--- config.mk ---
export PLATFORM = sky130hd
export DESIGN_NAME = if_fetch_flat
export DESIGN_NICKNAME = d
export VERILOG_FILES = /design/src/rtl/if_fetch_if.sv /design/src/rtl/if_fetch.sv /design/src/flat_wrapper.sv
export SDC_FILE = /design/constraint.sdc
export NUM_CORES = 1
export LEC_CHECK = 0
export CAP_MARGIN = 20
export CORE_UTILIZATION = 45
export CTS_CLUSTER_SIZE = 25
export DETAILED_ROUTE_END_ITERATION = 10
export GPL_TIMING_DRIVEN = 0
export HOLD_SLACK_MARGIN = 0.08
export PLACE_DENSITY = 0.67
export SLEW_MARGIN = 20
export SYNTH_ARGS = -nofsm -noshare
export SYNTH_HDL_FRONTEND = slang
export SYNTH_SLANG_ARGS = --single-unit
--- constraint.sdc ---
create_clock -name clk -period 7.5 [get_ports clk]
set_input_delay 1.5 -clock clk [delete_from_list [all_inputs] [get_ports clk]]
set_output_delay 1.5 -clock clk [all_outputs]
set_load 0.005 [all_outputs]
--- src/rtl/if_fetch_if.sv ---
// Bundle of the fetch unit's redirect, instruction-memory and decode-side
// handshake signals. master = fetch unit, slave = its environment.
interface if_fetch_if;
  logic        jump_en_i;
  logic [31:0] jump_addr_i;
  logic        imem_req_o;
  logic [31:0] imem_addr_o;
  logic        imem_gnt_i;
  logic        imem_rvalid_i;
  logic [31:0] imem_rdata_i;
  logic [31:0] inst_o;
  logic [31:0] inst_addr_o;
  logic        inst_valid_o;
  logic        inst_ready_i;

  modport master (
    input  jump_en_i, jump_addr_i, imem_gnt_i, imem_rvalid_i, imem_rdata_i, inst_ready_i,
    output imem_req_o, imem_addr_o, inst_o, inst_addr_o, inst_valid_o
  );

  modport slave (
    output jump_en_i, jump_addr_i, imem_gnt_i, imem_rvalid_i, imem_rdata_i, inst_ready_i,
    input  imem_req_o, imem_addr_o, inst_o, inst_addr_o, inst_valid_o
  );
endinterface

--- src/rtl/if_fetch.sv ---
// Instruction fetch unit: owns the PC, issues pipelined reads limited by a
// credit count (in-flight + buffered <= FIFO_DEPTH), buffers {addr,data} in a
// prefetch FIFO and hands one instruction per handshake to decode. A redirect
// flushes the FIFO and marks every still-in-flight response for discard.
module if_fetch #(
  parameter logic [31:0] RESET_PC   = 32'h0000_0000,
  parameter int          FIFO_DEPTH = 2,
  parameter logic [31:0] NOP_INST   = 32'h0000_0013
) (
  input logic        clk,
  input logic        rst,
  if_fetch_if.master bus
);
  localparam int PW = $clog2(FIFO_DEPTH);
  localparam int CW = $clog2(FIFO_DEPTH) + 1;
  localparam logic [CW-1:0] ONE_C   = CW'(1);
  localparam logic [CW-1:0] ZERO_C  = CW'(0);
  localparam logic [CW:0]   DEPTH_C = (CW+1)'(FIFO_DEPTH);
  localparam logic [PW-1:0] PONE_C  = PW'(1);
  localparam logic [PW-1:0] PZERO_C = PW'(0);

  logic [31:0]   fetch_pc_r, resp_pc_r;
  logic [CW-1:0] outstanding_r, discard_r, count_r;
  logic [PW-1:0] rd_ptr_r, wr_ptr_r;
  logic [31:0]   addr_mem_r [FIFO_DEPTH];
  logic [31:0]   data_mem_r [FIFO_DEPTH];

  logic [31:0]   fetch_pc_nxt_s, resp_pc_nxt_s, target_s;
  logic [CW-1:0] outstanding_nxt_s, discard_nxt_s, count_nxt_s;
  logic [PW-1:0] rd_ptr_nxt_s, wr_ptr_nxt_s;
  logic [CW:0]   credit_s;
  logic          req_s, issue_s, valid_s, pop_s, drop_s, push_s;

  // Redirect target is word aligned: low two bits are cleared.
  assign target_s = bus.jump_addr_i & 32'hFFFF_FFFC;
  assign credit_s = {1'b0, outstanding_r} + {1'b0, count_r};
  // Request only when a FIFO slot is reserved for the response; held low in reset.
  assign req_s    = !rst && !bus.jump_en_i && (credit_s < DEPTH_C);
  assign issue_s  = req_s && bus.imem_gnt_i;
  assign valid_s  = (count_r != ZERO_C) && !bus.jump_en_i;
  assign pop_s    = valid_s && bus.inst_ready_i;
  // A response is stale if it belongs to a pre-redirect request.
  assign drop_s   = bus.imem_rvalid_i && ((discard_r != ZERO_C) || bus.jump_en_i);
  assign push_s   = bus.imem_rvalid_i && !drop_s;

  // Next-state computation for PCs, counters and FIFO pointers
  always_comb begin
    fetch_pc_nxt_s    = fetch_pc_r;
    resp_pc_nxt_s     = resp_pc_r;
    discard_nxt_s     = discard_r;
    count_nxt_s       = count_r;
    rd_ptr_nxt_s      = rd_ptr_r;
    wr_ptr_nxt_s      = wr_ptr_r;
    outstanding_nxt_s = outstanding_r;

    case ({issue_s, bus.imem_rvalid_i})
      2'b10:   outstanding_nxt_s = outstanding_r + ONE_C;
      2'b01:   outstanding_nxt_s = outstanding_r - ONE_C;
      default: outstanding_nxt_s = outstanding_r;
    endcase

    if (bus.jump_en_i) begin
      fetch_pc_nxt_s = target_s;
      resp_pc_nxt_s  = target_s;
      discard_nxt_s  = outstanding_r - (bus.imem_rvalid_i ? ONE_C : ZERO_C);
      count_nxt_s    = ZERO_C;
      rd_ptr_nxt_s   = PZERO_C;
      wr_ptr_nxt_s   = PZERO_C;
    end else begin
      if (issue_s) begin
        fetch_pc_nxt_s = fetch_pc_r + 32'd4;
      end else begin
        fetch_pc_nxt_s = fetch_pc_r;
      end
      if (push_s) begin
        resp_pc_nxt_s = resp_pc_r + 32'd4;
        wr_ptr_nxt_s  = wr_ptr_r + PONE_C;
      end else begin
        resp_pc_nxt_s = resp_pc_r;
        wr_ptr_nxt_s  = wr_ptr_r;
      end
      if (drop_s) begin
        discard_nxt_s = discard_r - ONE_C;
      end else begin
        discard_nxt_s = discard_r;
      end
      if (pop_s) begin
        rd_ptr_nxt_s = rd_ptr_r + PONE_C;
      end else begin
        rd_ptr_nxt_s = rd_ptr_r;
      end
      case ({push_s, pop_s})
        2'b10:   count_nxt_s = count_r + ONE_C;
        2'b01:   count_nxt_s = count_r - ONE_C;
        default: count_nxt_s = count_r;
      endcase
    end
  end

  // Control state registers
  always_ff @(posedge clk or posedge rst) begin
    if (rst) begin
      fetch_pc_r    <= RESET_PC;
      resp_pc_r     <= RESET_PC;
      outstanding_r <= ZERO_C;
      discard_r     <= ZERO_C;
      count_r       <= ZERO_C;
      rd_ptr_r      <= PZERO_C;
      wr_ptr_r      <= PZERO_C;
    end else begin
      fetch_pc_r    <= fetch_pc_nxt_s;
      resp_pc_r     <= resp_pc_nxt_s;
      outstanding_r <= outstanding_nxt_s;
      discard_r     <= discard_nxt_s;
      count_r       <= count_nxt_s;
      rd_ptr_r      <= rd_ptr_nxt_s;
      wr_ptr_r      <= wr_ptr_nxt_s;
    end
  end

  // Prefetch storage write port: {address, word} of each accepted response
  always_ff @(posedge clk or posedge rst) begin
    if (rst) begin
      for (int i = 0; i < FIFO_DEPTH; i++) begin
        addr_mem_r[i] <= 32'h0000_0000;
        data_mem_r[i] <= 32'h0000_0000;
      end
    end else if (push_s) begin
      addr_mem_r[wr_ptr_r] <= resp_pc_r;
      data_mem_r[wr_ptr_r] <= bus.imem_rdata_i;
    end
  end

  // Drive memory request and decode-side outputs; NOP/0 when nothing valid
  always_comb begin
    bus.imem_req_o   = req_s;
    bus.imem_addr_o  = fetch_pc_r;
    bus.inst_valid_o = valid_s;
    if (valid_s) begin
      bus.inst_o      = data_mem_r[rd_ptr_r];
      bus.inst_addr_o = addr_mem_r[rd_ptr_r];
    end else begin
      bus.inst_o      = NOP_INST;
      bus.inst_addr_o = 32'h0000_0000;
    end
  end

  if_fetch_chk #(.FIFO_DEPTH(FIFO_DEPTH)) u_chk (
    .clk   (clk),
    .rst   (rst),
    .push  (push_s),
    .count (count_r)
  );
endmodule

// Invariant checker: the credit rule must make a push into a full FIFO impossible.
module if_fetch_chk #(
  parameter int FIFO_DEPTH = 2
) (
  input logic                          clk,
  input logic                          rst,
  input logic                          push,
  input logic [$clog2(FIFO_DEPTH):0]   count
);
  localparam int CW = $clog2(FIFO_DEPTH) + 1;

  no_overflow: assert property (@(posedge clk) disable iff (rst)
    !(push && (count == CW'(FIFO_DEPTH))));
endmodule
--- src/flat_wrapper.sv ---
// flat-port wrapper written by rule: the top's interface ports become plain ports
module if_fetch_flat 
#(
  parameter logic [31:0] RESET_PC   = 32'h0000_0000,
  parameter int          FIFO_DEPTH = 2,
  parameter logic [31:0] NOP_INST   = 32'h0000_0013
)
  (clk, rst, bus_jump_en_i, bus_jump_addr_i, bus_imem_gnt_i, bus_imem_rvalid_i, bus_imem_rdata_i, bus_inst_ready_i, bus_imem_req_o, bus_imem_addr_o, bus_inst_o, bus_inst_addr_o, bus_inst_valid_o);
  if_fetch_if bus_i ();
  input logic clk;
  input logic rst;
  input wire logic [$bits(bus_i.jump_en_i)-1:0] bus_jump_en_i;
  input wire logic [$bits(bus_i.jump_addr_i)-1:0] bus_jump_addr_i;
  input wire logic [$bits(bus_i.imem_gnt_i)-1:0] bus_imem_gnt_i;
  input wire logic [$bits(bus_i.imem_rvalid_i)-1:0] bus_imem_rvalid_i;
  input wire logic [$bits(bus_i.imem_rdata_i)-1:0] bus_imem_rdata_i;
  input wire logic [$bits(bus_i.inst_ready_i)-1:0] bus_inst_ready_i;
  output wire logic [$bits(bus_i.imem_req_o)-1:0] bus_imem_req_o;
  output wire logic [$bits(bus_i.imem_addr_o)-1:0] bus_imem_addr_o;
  output wire logic [$bits(bus_i.inst_o)-1:0] bus_inst_o;
  output wire logic [$bits(bus_i.inst_addr_o)-1:0] bus_inst_addr_o;
  output wire logic [$bits(bus_i.inst_valid_o)-1:0] bus_inst_valid_o;
  assign bus_i.jump_en_i = bus_jump_en_i;
  assign bus_i.jump_addr_i = bus_jump_addr_i;
  assign bus_i.imem_gnt_i = bus_imem_gnt_i;
  assign bus_i.imem_rvalid_i = bus_imem_rvalid_i;
  assign bus_i.imem_rdata_i = bus_imem_rdata_i;
  assign bus_i.inst_ready_i = bus_inst_ready_i;
  assign bus_imem_req_o = bus_i.imem_req_o;
  assign bus_imem_addr_o = bus_i.imem_addr_o;
  assign bus_inst_o = bus_i.inst_o;
  assign bus_inst_addr_o = bus_i.inst_addr_o;
  assign bus_inst_valid_o = bus_i.inst_valid_o;
  if_fetch #(.RESET_PC(RESET_PC), .FIFO_DEPTH(FIFO_DEPTH), .NOP_INST(NOP_INST)) u_core (.clk(clk), .rst(rst), .bus(bus_i));
endmodule
After elaboration in Yosys (flattened, before gate mapping). Index checks and enable logic that the tools add are counted. W data, S select, Z words.

Bits in writable memories: 0. Register bits after elaboration: 200. Bits in latches: 0. Logic and storage cells: 78. Bits in read-only memories: 0. Memories kept: 0.

Magnitude comparators: 4. Reductions and logical operators: 20. Shifts and indexed selects: 0. Bitwise logic cells: 2. Add/sub/neg operators: 11. Equality and inequality tests: 4. Div/mod/pow operators: 0. Multiplexer cells: 26. $mul: 0.

Operators by type and width (count): $mux W32 (13); $bwmux W64 (2); $add A32 B3 Y32 const B (2); $demux W32 S1 (1); $reduce_bool A2 Y1 (7); $logic_and A1 B1 Y1 (8); $pmux W2 S2 (2); $mux W2 (3); $sub A2 B1 Y2 const B (3); $mux W1 (5); $add A2 B1 Y2 const B (2); $eq A2 B1 Y1 const B (2); $eq A2 B2 Y1 const B (2); $ge A2 B2 Y1 const B (2); $not A1 Y2 (2); $add A2 B2 Y3 (1); $logic_not A1 Y1 (3); $lt A3 B2 Y1 const B (1); $reduce_bool A3 Y1 (1); $add A1 B1 Y1 const B (2); $lt A2 B1 Y1 const B (1); $sub A2 B2 Y2 (1); $logic_or A1 B1 Y1 (1).

Depth between registers and ports, before layout. Gate-level depths: netlist of run 1.

Depth in word-level cells: 8. Depth in mapped cells: 10.

Worst setup path before layout of run 1. OpenSTA, ideal clock, no wires.

Path type: input to output. From: input port bus_jump_en_i. To: output port bus_inst_addr_o[21]. Stages on the path: 6. Path buffers: 3. Path slack: 3.472 ns. Data required time: 6.000 ns. Arrival time: 2.528 ns. Cells stage by stage: buf_6 -> inv_2 -> o21ai_1 -> clkbuf_1 -> buf_1 -> nor2_1.

Word-level cells in the longest chain between the ends: 3.

Ends and longest elaborated chain: start: declaration (line flat_wrapper.sv:12) `input wire logic [$bits(bus_i.jump_en_i)-1:0] bus_jump_en_i;`; $logic_not A1 Y1 (line if_fetch.sv:40) `assign valid_s = (count_r != ZERO_C) && !bus.jump_en_i;`; $logic_and A1 B1 Y1 (line if_fetch.sv:40); $mux W32 (line if_fetch.sv:139) `if (valid_s) begin`; end: declaration (line flat_wrapper.sv:21) `output wire logic [$bits(bus_i.inst_addr_o)-1:0] bus_inst_addr_o;`.

Every way passes these cells.

Final worst setup path of run 1.
From: input port bus_jump_en_i. To: output port bus_inst_addr_o[29].

Same word-level chain as after synthesis.

==> results.cfg, run 1 <==
[logic_synthesis]
syn_area_per_cell_sq_um = 11.40
synth_cell_types = 48
synth_ff_type = dfrtp_1
synth_area_sq_um = 9335
synthCells = 819
synth_seq_area_share_pct = 51.47
synth_edf_count = 0
ys_warn_count = 0
synth-seq-cells = 192
async_reset_ff_share_pct = 100.0

[global_route]
track_usage_pct = 22.20
grt_max_degree = 105
grt_antenna_before_repair = 0
grt_overflow_total = 0
grt_pass1_wl_mm = 37.10
first_global_vias = 6926

[sta]
rsz0062_at_grt = false
clock.fmax_ghz = 0.1969
hold_viol_final = 0
finalSetupViolations = 0
worst_slack_ns = 2.422
tightest_slew_ns = 0.7943
finalMaxSlewViolations = 0
min_period_ns = 5.078
slew_headroom_pct = 46.56
finalClockSkew_ns = 0.01127
finalCritPeriodShare_pct = 67.71

[placed_design]
routabilityCongestion = 0.8930
dp_slack_ns = 2.369
place_inst = 1253
dp_hpwl_mm = 16.00
place_area_sq_um = 11330
port_buffers = 160

[setup_path]
crit_path_start_kind = input pin
crit_fanout = 10
max_stage_delay_ns = 0.50
crit_path_end_kind = output port
crit_arrival_ns = 3.58
crit_path_top_delay_cell = clkbuf_1
cp.required_ns = 6.00
path_class = input pin to output port
path_cells = buf_6, inv_2, o21ai_1, clkbuf_1, buf_1, nor2_1, clkdlybuf4s50_1

[floorplan]
die_area_sq_um = 21320
core_sq_um = 20300
fp.dieH_um = 146.0
die_w_um = 146.0
io_pins = 168
initial_core_util_pct = 45.99
rows = 52

[drt]
drt_wl_total_mm = 22.61
vias = 6999
drtIter0Drc = 352
post_drt_wl_per_cell_um = 17.60
drt_pass1_iterations = 5
routed_via_density = 5.447
drc = 0
final_antenna_net_count = 0

[cts]
post_cts_resized = 0
cts_buffer_depth = 2
cts-hold-fix-buffers = 0
cts.htree.levels = 4
cts.root.buffer_cell = clkbuf_16
clkTransAtPathRegs_ns = 0.07
cts-buffers-inserted = 17
cts_setup_buffers = 0
clkLatencyLatePin_ns = 0.43
cts_sinks = 192
cts_tree = yes

[pwr]
seqPwrFrac_pct = 46.6
leakage_nw = 4.849
peakVddDrop_uv = 169.3
p_clk_share_pct = 26.0
power.total_w = 0.003473
p_per_area_nw_per_um2 = 291.5
combPwrFrac_pct = 27.4
intPower_w = 0.002451
p_switching_w = 0.001022
switching_share_pct = 29.43

[layout]
fin_cells = 1285
n_antenna_cell = 0
syn_to_final_growth_pct = 27.64
nFillCells = 1771
final_area_sq_um = 11920
drive_gt1_share_pct = 18.62
final_nets = 1078

[min_path]
hold_path_class = flop to flop

[run]
drv_cap = 0

[status]
status = completed
## flip-flops by register name (all words and copies together), names as in the netlist
| register | cells |
|---|---|
| u_core.data_mem_r | 64 |
| u_core.addr_mem_r | 60 |
| u_core.bus.imem_addr_o | 30 |
| u_core.resp_pc_r | 30 |
| u_core.count_r | 2 |
| u_core.discard_r | 2 |
| u_core.outstanding_r | 2 |
| u_core.rd_ptr_r | 1 |
| u_core.wr_ptr_r | 1 |
## cells in the mapped netlist, types with 2 or more instances
cell      number  share of area, %
or2_2          2              0.13
xnor2_1       22               2.1
a21o_1         2              0.16
o221ai_1       3              0.28
and3_1         6              0.40
nand3_1       25               1.3
and2_1         5              0.34
xor2_1        18               1.7
a41oi_1        2              0.19
or3_1          4              0.27
o311ai_1       2              0.19
mux2i_1       65               7.0
nor4_4         3              0.68
mux2_2       131                16
dfrtp_1      192                51
nand2_1       64               2.6
buf_2          6              0.32
nand4_1       27               1.8
o21ai_0       41               2.2
nor3_1         6              0.32
o311ai_0       7              0.66
buf_4          5              0.40
nor4_1         7              0.47
inv_1         14              0.56
o211ai_1      12              0.97
clkbuf_1      24              0.97
ha_1           5              0.67
nand4_2        2              0.27
buf_1          8              0.32
a21oi_1       10              0.54
a31oi_1        4              0.27
nor2_1        79               3.2
## metrics by stage
step	hold WS [ns]	setup TNS, ns	utilization (%)
3_3_place_gp	0.4678	-362.14	55.60
6_report	0.4843	0	58.70
4_1_cts	0.4898	0	58.70
2_1_floorplan	0.4496	0	-
5_1_grt	0.5194	0	58.70
3_5_place_dp	0.4745	0	55.79
## worst paths after layout
| path | from | slack [ns] | to | depth (start not counted) |
|---|---|---|---|---|
| setup / recovery | bus_jump_en_i | 2.42 | bus_inst_addr_o[29] | 7 |
| hold / removal | u_core.addr_mem_r[10] | 0.48 | u_core.addr_mem_r[10] | 2 |
| setup reg to reg | u_core.count_r[0] | 4.42 | u_core.outstanding_r[1] | 10 |
| hold reg to reg | u_core.addr_mem_r[10] | 0.48 | u_core.addr_mem_r[10] | 2 |
| max in group asynchronous | rst | 4.96 | u_core.addr_mem_r[14] | 3 |
| min in group asynchronous | rst | 1.59 | u_core.bus.imem_addr_o[9] | 2 |
## layout by cell type (no fill, tap or decap), types with 7 or more instances in the layout
cell type | netlist | layout
o311ai_0 | 7 | 7
clkbuf_1 | 24 | 25
nor2_1 | 79 | 79
clkdlybuf4s50_1 | 0 | 160
mux2i_1 | 65 | 65
o211ai_1 | 12 | 12
mux2_2 | 131 | 131
inv_1 | 14 | 13
nand4_1 | 27 | 27
nand2_1 | 64 | 64
a21oi_1 | 10 | 10
o21ai_0 | 41 | 41
nor4_1 | 7 | 7
xnor2_1 | 22 | 22
dfrtp_1 | 192 | 192
nand3_1 | 25 | 25
buf_1 | 8 | 8
xor2_1 | 18 | 18
clkbuf_16 | 0 | 17
## cells by family after synthesis
| kind of cell | count (synthesis) | synth area share [%] |
|---|---|---|
| and+or+nand+nor | 236 | 12.36 |
| muxes | 196 | 22.77 |
| DFF | 192 | 51.47 |
| AOI/OAI and AO/OA | 89 | 5.991 |
| buffers and inverters | 59 | 2.734 |
| xor gates and xnor gates | 40 | 3.753 |
| adders and majority gates | 6 | 0.8846 |
| other | 1 | 0.04017 |
## power by group through the flow
stage	Combinational, W	Sequential [W]	Clock (W)
finish	0.000951	0.00162	0.000904
global route	0.00106	0.00167	0.000961
CTS	0.000965	0.00162	0.000925
detailed placement	0.000960	0.00164	0
global placement	0.000934	0.00162	0
floorplan	0.000678	0.00157	0
## cell type report
class | instances | area, sq um | area share [%]
inverter | 15 | 63.81 | 0.5355
buffer | 44 | 198.9 | 1.670
sequential | 192 | 4805 | 40.32
clock inverter | 14 | 160.2 | 1.344
multi-input combinational | 571 | 4292 | 36.02
timing repair buffer | 161 | 1629 | 13.67
tap | 270 | 337.8 | 2.835
clock buffer | 18 | 429.2 | 3.602
## routing by layer
layer  GRT usage, %  routed length, um  vias up
met5              0                  0        -
met4          7.292                431        0
li1               -                  -     3291
met1          32.89              10870     3419
met3          4.531               1448       28
met2          32.54               9863      261
## worst max-delay path: cells and delay by family
family / cells / cell delay (ns)
buf+inv: 5 / 1.56
simple gates: 1 / 0.09
compound gates: 1 / 0.41
(Power assumes the default switching activity.)
==> run 2: changes to the inputs <==
clock period = 4.8 ns   (was 7.5 ns; I/O delays follow)
==> run 2 against run 1 <==
Against the previous run: sequential share of layout area is 0.25 points lower; final cell count is 0.39% higher; first-iteration DRC count is 1.4% higher; clock skew is 0.0025 ns higher; setup slack worse by 1.7 ns; combinational power is 57% higher; via count is 0.87% higher.
==> results.cfg, run 2 (same netlist as run 1, synthesis figures left out) <==
[floorplan]
rows = 52
io_pins = 168
die_w_um = 146.0
die_area_sq_um = 21320
initial_core_util_pct = 45.99
fp.dieH_um = 146.0
core_sq_um = 20300

[status]
status = completed

[layout]
syn_to_final_growth_pct = 28.43
fin_cells = 1290
n_antenna_cell = 0
reg_top3 = u_core.data_mem_r (64), u_core.addr_mem_r (60)
drive_gt1_share_pct = 19.12
largest_reg_flops = 64
nFillCells = 1773
top_register = u_core.data_mem_r
final_nets = 1083
final_cell_mix = 192 x dfrtp_1, 160 x clkdlybuf4s50_1, 131 x mux2_2, 79 x nor2_1, 65 x mux2i_1
final_area_sq_um = 11990
final_common_cell = dfrtp_1

[run]
drv_cap = 0

[placed_design]
port_buffers = 160
dp_hpwl_mm = 16.41
place_inst = 1258
place_area_sq_um = 11420
routabilityCongestion = 0.8809

[global_route]
grt_max_degree = 35
grt_antenna_before_repair = 0
track_usage_pct = 22.10
grt_pass1_wl_mm = 37.02
grt_overflow_total = 0
first_global_vias = 6968

[drt]
final_antenna_net_count = 0
routed_via_density = 5.473
drt_pass1_iterations = 5
vias = 7060
drt_wl_total_mm = 22.45
drc = 0
drtIter0Drc = 357
post_drt_wl_per_cell_um = 17.41

[pwr]
p_switching_w = 0.001615
combPwrFrac_pct = 27.8
seqPwrFrac_pct = 47.1
p_per_area_nw_per_um2 = 448.1
switching_share_pct = 30.06
peakVddDrop_uv = 291.7
intPower_w = 0.003758
p_clk_share_pct = 25.2
leakage_nw = 4.887

[cts]
clkLatencyLatePin_ns = 0.43
cts.htree.levels = 4
clkTransAtPathRegs_ns = 0.07
cts_sinks = 192
cts.root.buffer_cell = clkbuf_16
cts-buffers-inserted = 17
cts_buffer_depth = 2
cts_tree = yes
post_cts_resized = 0
cts-hold-fix-buffers = 0
cts_setup_buffers = 0

[sta]
slew_headroom_pct = 47.26
clock.fmax_ghz = 0.2482
tightest_slew_ns = 0.7839
finalSetupViolations = 0
finalClockSkew_ns = 0.01377
fin_setup_tns_ns = 0
finalCritPeriodShare_pct = 83.92
hold_viol_final = 0
finalMaxSlewViolations = 0
rsz0062_at_grt = false
min_period_ns = 4.028

[setup_path]
path_class = input pin to output port
crit_path_end_kind = output port
crit_path_start_kind = input pin
cp.required_ns = 3.84
crit_fanout = 10
crit_arrival_ns = 3.07

[min_path]
hold_path_class = flop to flop
-- run 2: cell count changes in the layout (fill, tap and decap cells not counted), sizes merged --
cell    delta
bufinv     -2
buf        +5
inv        +2
-- run 2: area by class of cell --
type	count	area, sq um	area share (%)
clock inverter	14	127.6	1.064
buffer	44	198.9	1.659
sequential	192	4805	40.08
tap	270	337.8	2.818
timing repair buffer	166	1729	14.42
inverter	15	60.06	0.5009
multi-input combinational	571	4292	35.80
clock buffer	18	439.2	3.663
-- run 2: power groups by stage --
| stage | logic [W] | clock network [W] | registers, W |
|---|---|---|---|
| global placement | 0.00146 | 0 | 0.00254 |
| CTS | 0.00152 | 0.00138 | 0.00253 |
| detailed placement | 0.00151 | 0 | 0.00256 |
| finish | 0.00149 | 0.00135 | 0.00253 |
| global route | 0.00167 | 0.00145 | 0.00261 |
| floorplan | 0.00106 | 0 | 0.00246 |
-- run 2: metrics by stage --
step                utilization [%]  hold WS, ns  setup WS (ns)  power, W
global placement              55.62       0.4765        -0.2485  0.003996
detailed placement            56.27       0.4930         0.7394  0.004065
CTS                           59.06       0.5095         0.7346  0.005424
global route                  59.06       0.5153         0.5800  0.005721
finish                        59.06       0.5063         0.7717  0.005373
floorplan                         -       0.4496          1.364  0.003518
-- run 2: metal layers --
layer / up-vias / part of all wire, % / track usage, %
met4: 0 / 1.4 / 7.344
met1: 3495 / 48 / 32.67
li1: 3290 / - / -
met2: 252 / 45 / 33.16
met5: - / 0 / 0
met3: 23 / 5.6 / 3.500
-- run 2: critical path, cell delays in order --
cell and delay (ns):
buf_6 0.10, inv_2 0.12, o21ai_1 0.44, clkbuf_1 0.52, buf_1 0.37, nor2_1 0.09, clkdlybuf4s50_1 0.46
-- run 2: worst paths after layout --
path	from	end	slack (ns)	depth (start not counted)
max in group asynchronous	rst	u_core.data_mem_r[21]	2.49	6
worst min register to register	u_core.addr_mem_r[17]	u_core.addr_mem_r[17]	0.51	1
worst min-delay path	u_core.addr_mem_r[17]	u_core.addr_mem_r[17]	0.51	1
worst max-delay path	bus_jump_en_i	bus_inst_addr_o[29]	0.77	7
worst max register to register	u_core.count_r[0]	u_core.outstanding_r[1]	1.78	9
min in group asynchronous	rst	u_core.bus.imem_addr_o[10]	1.05	2
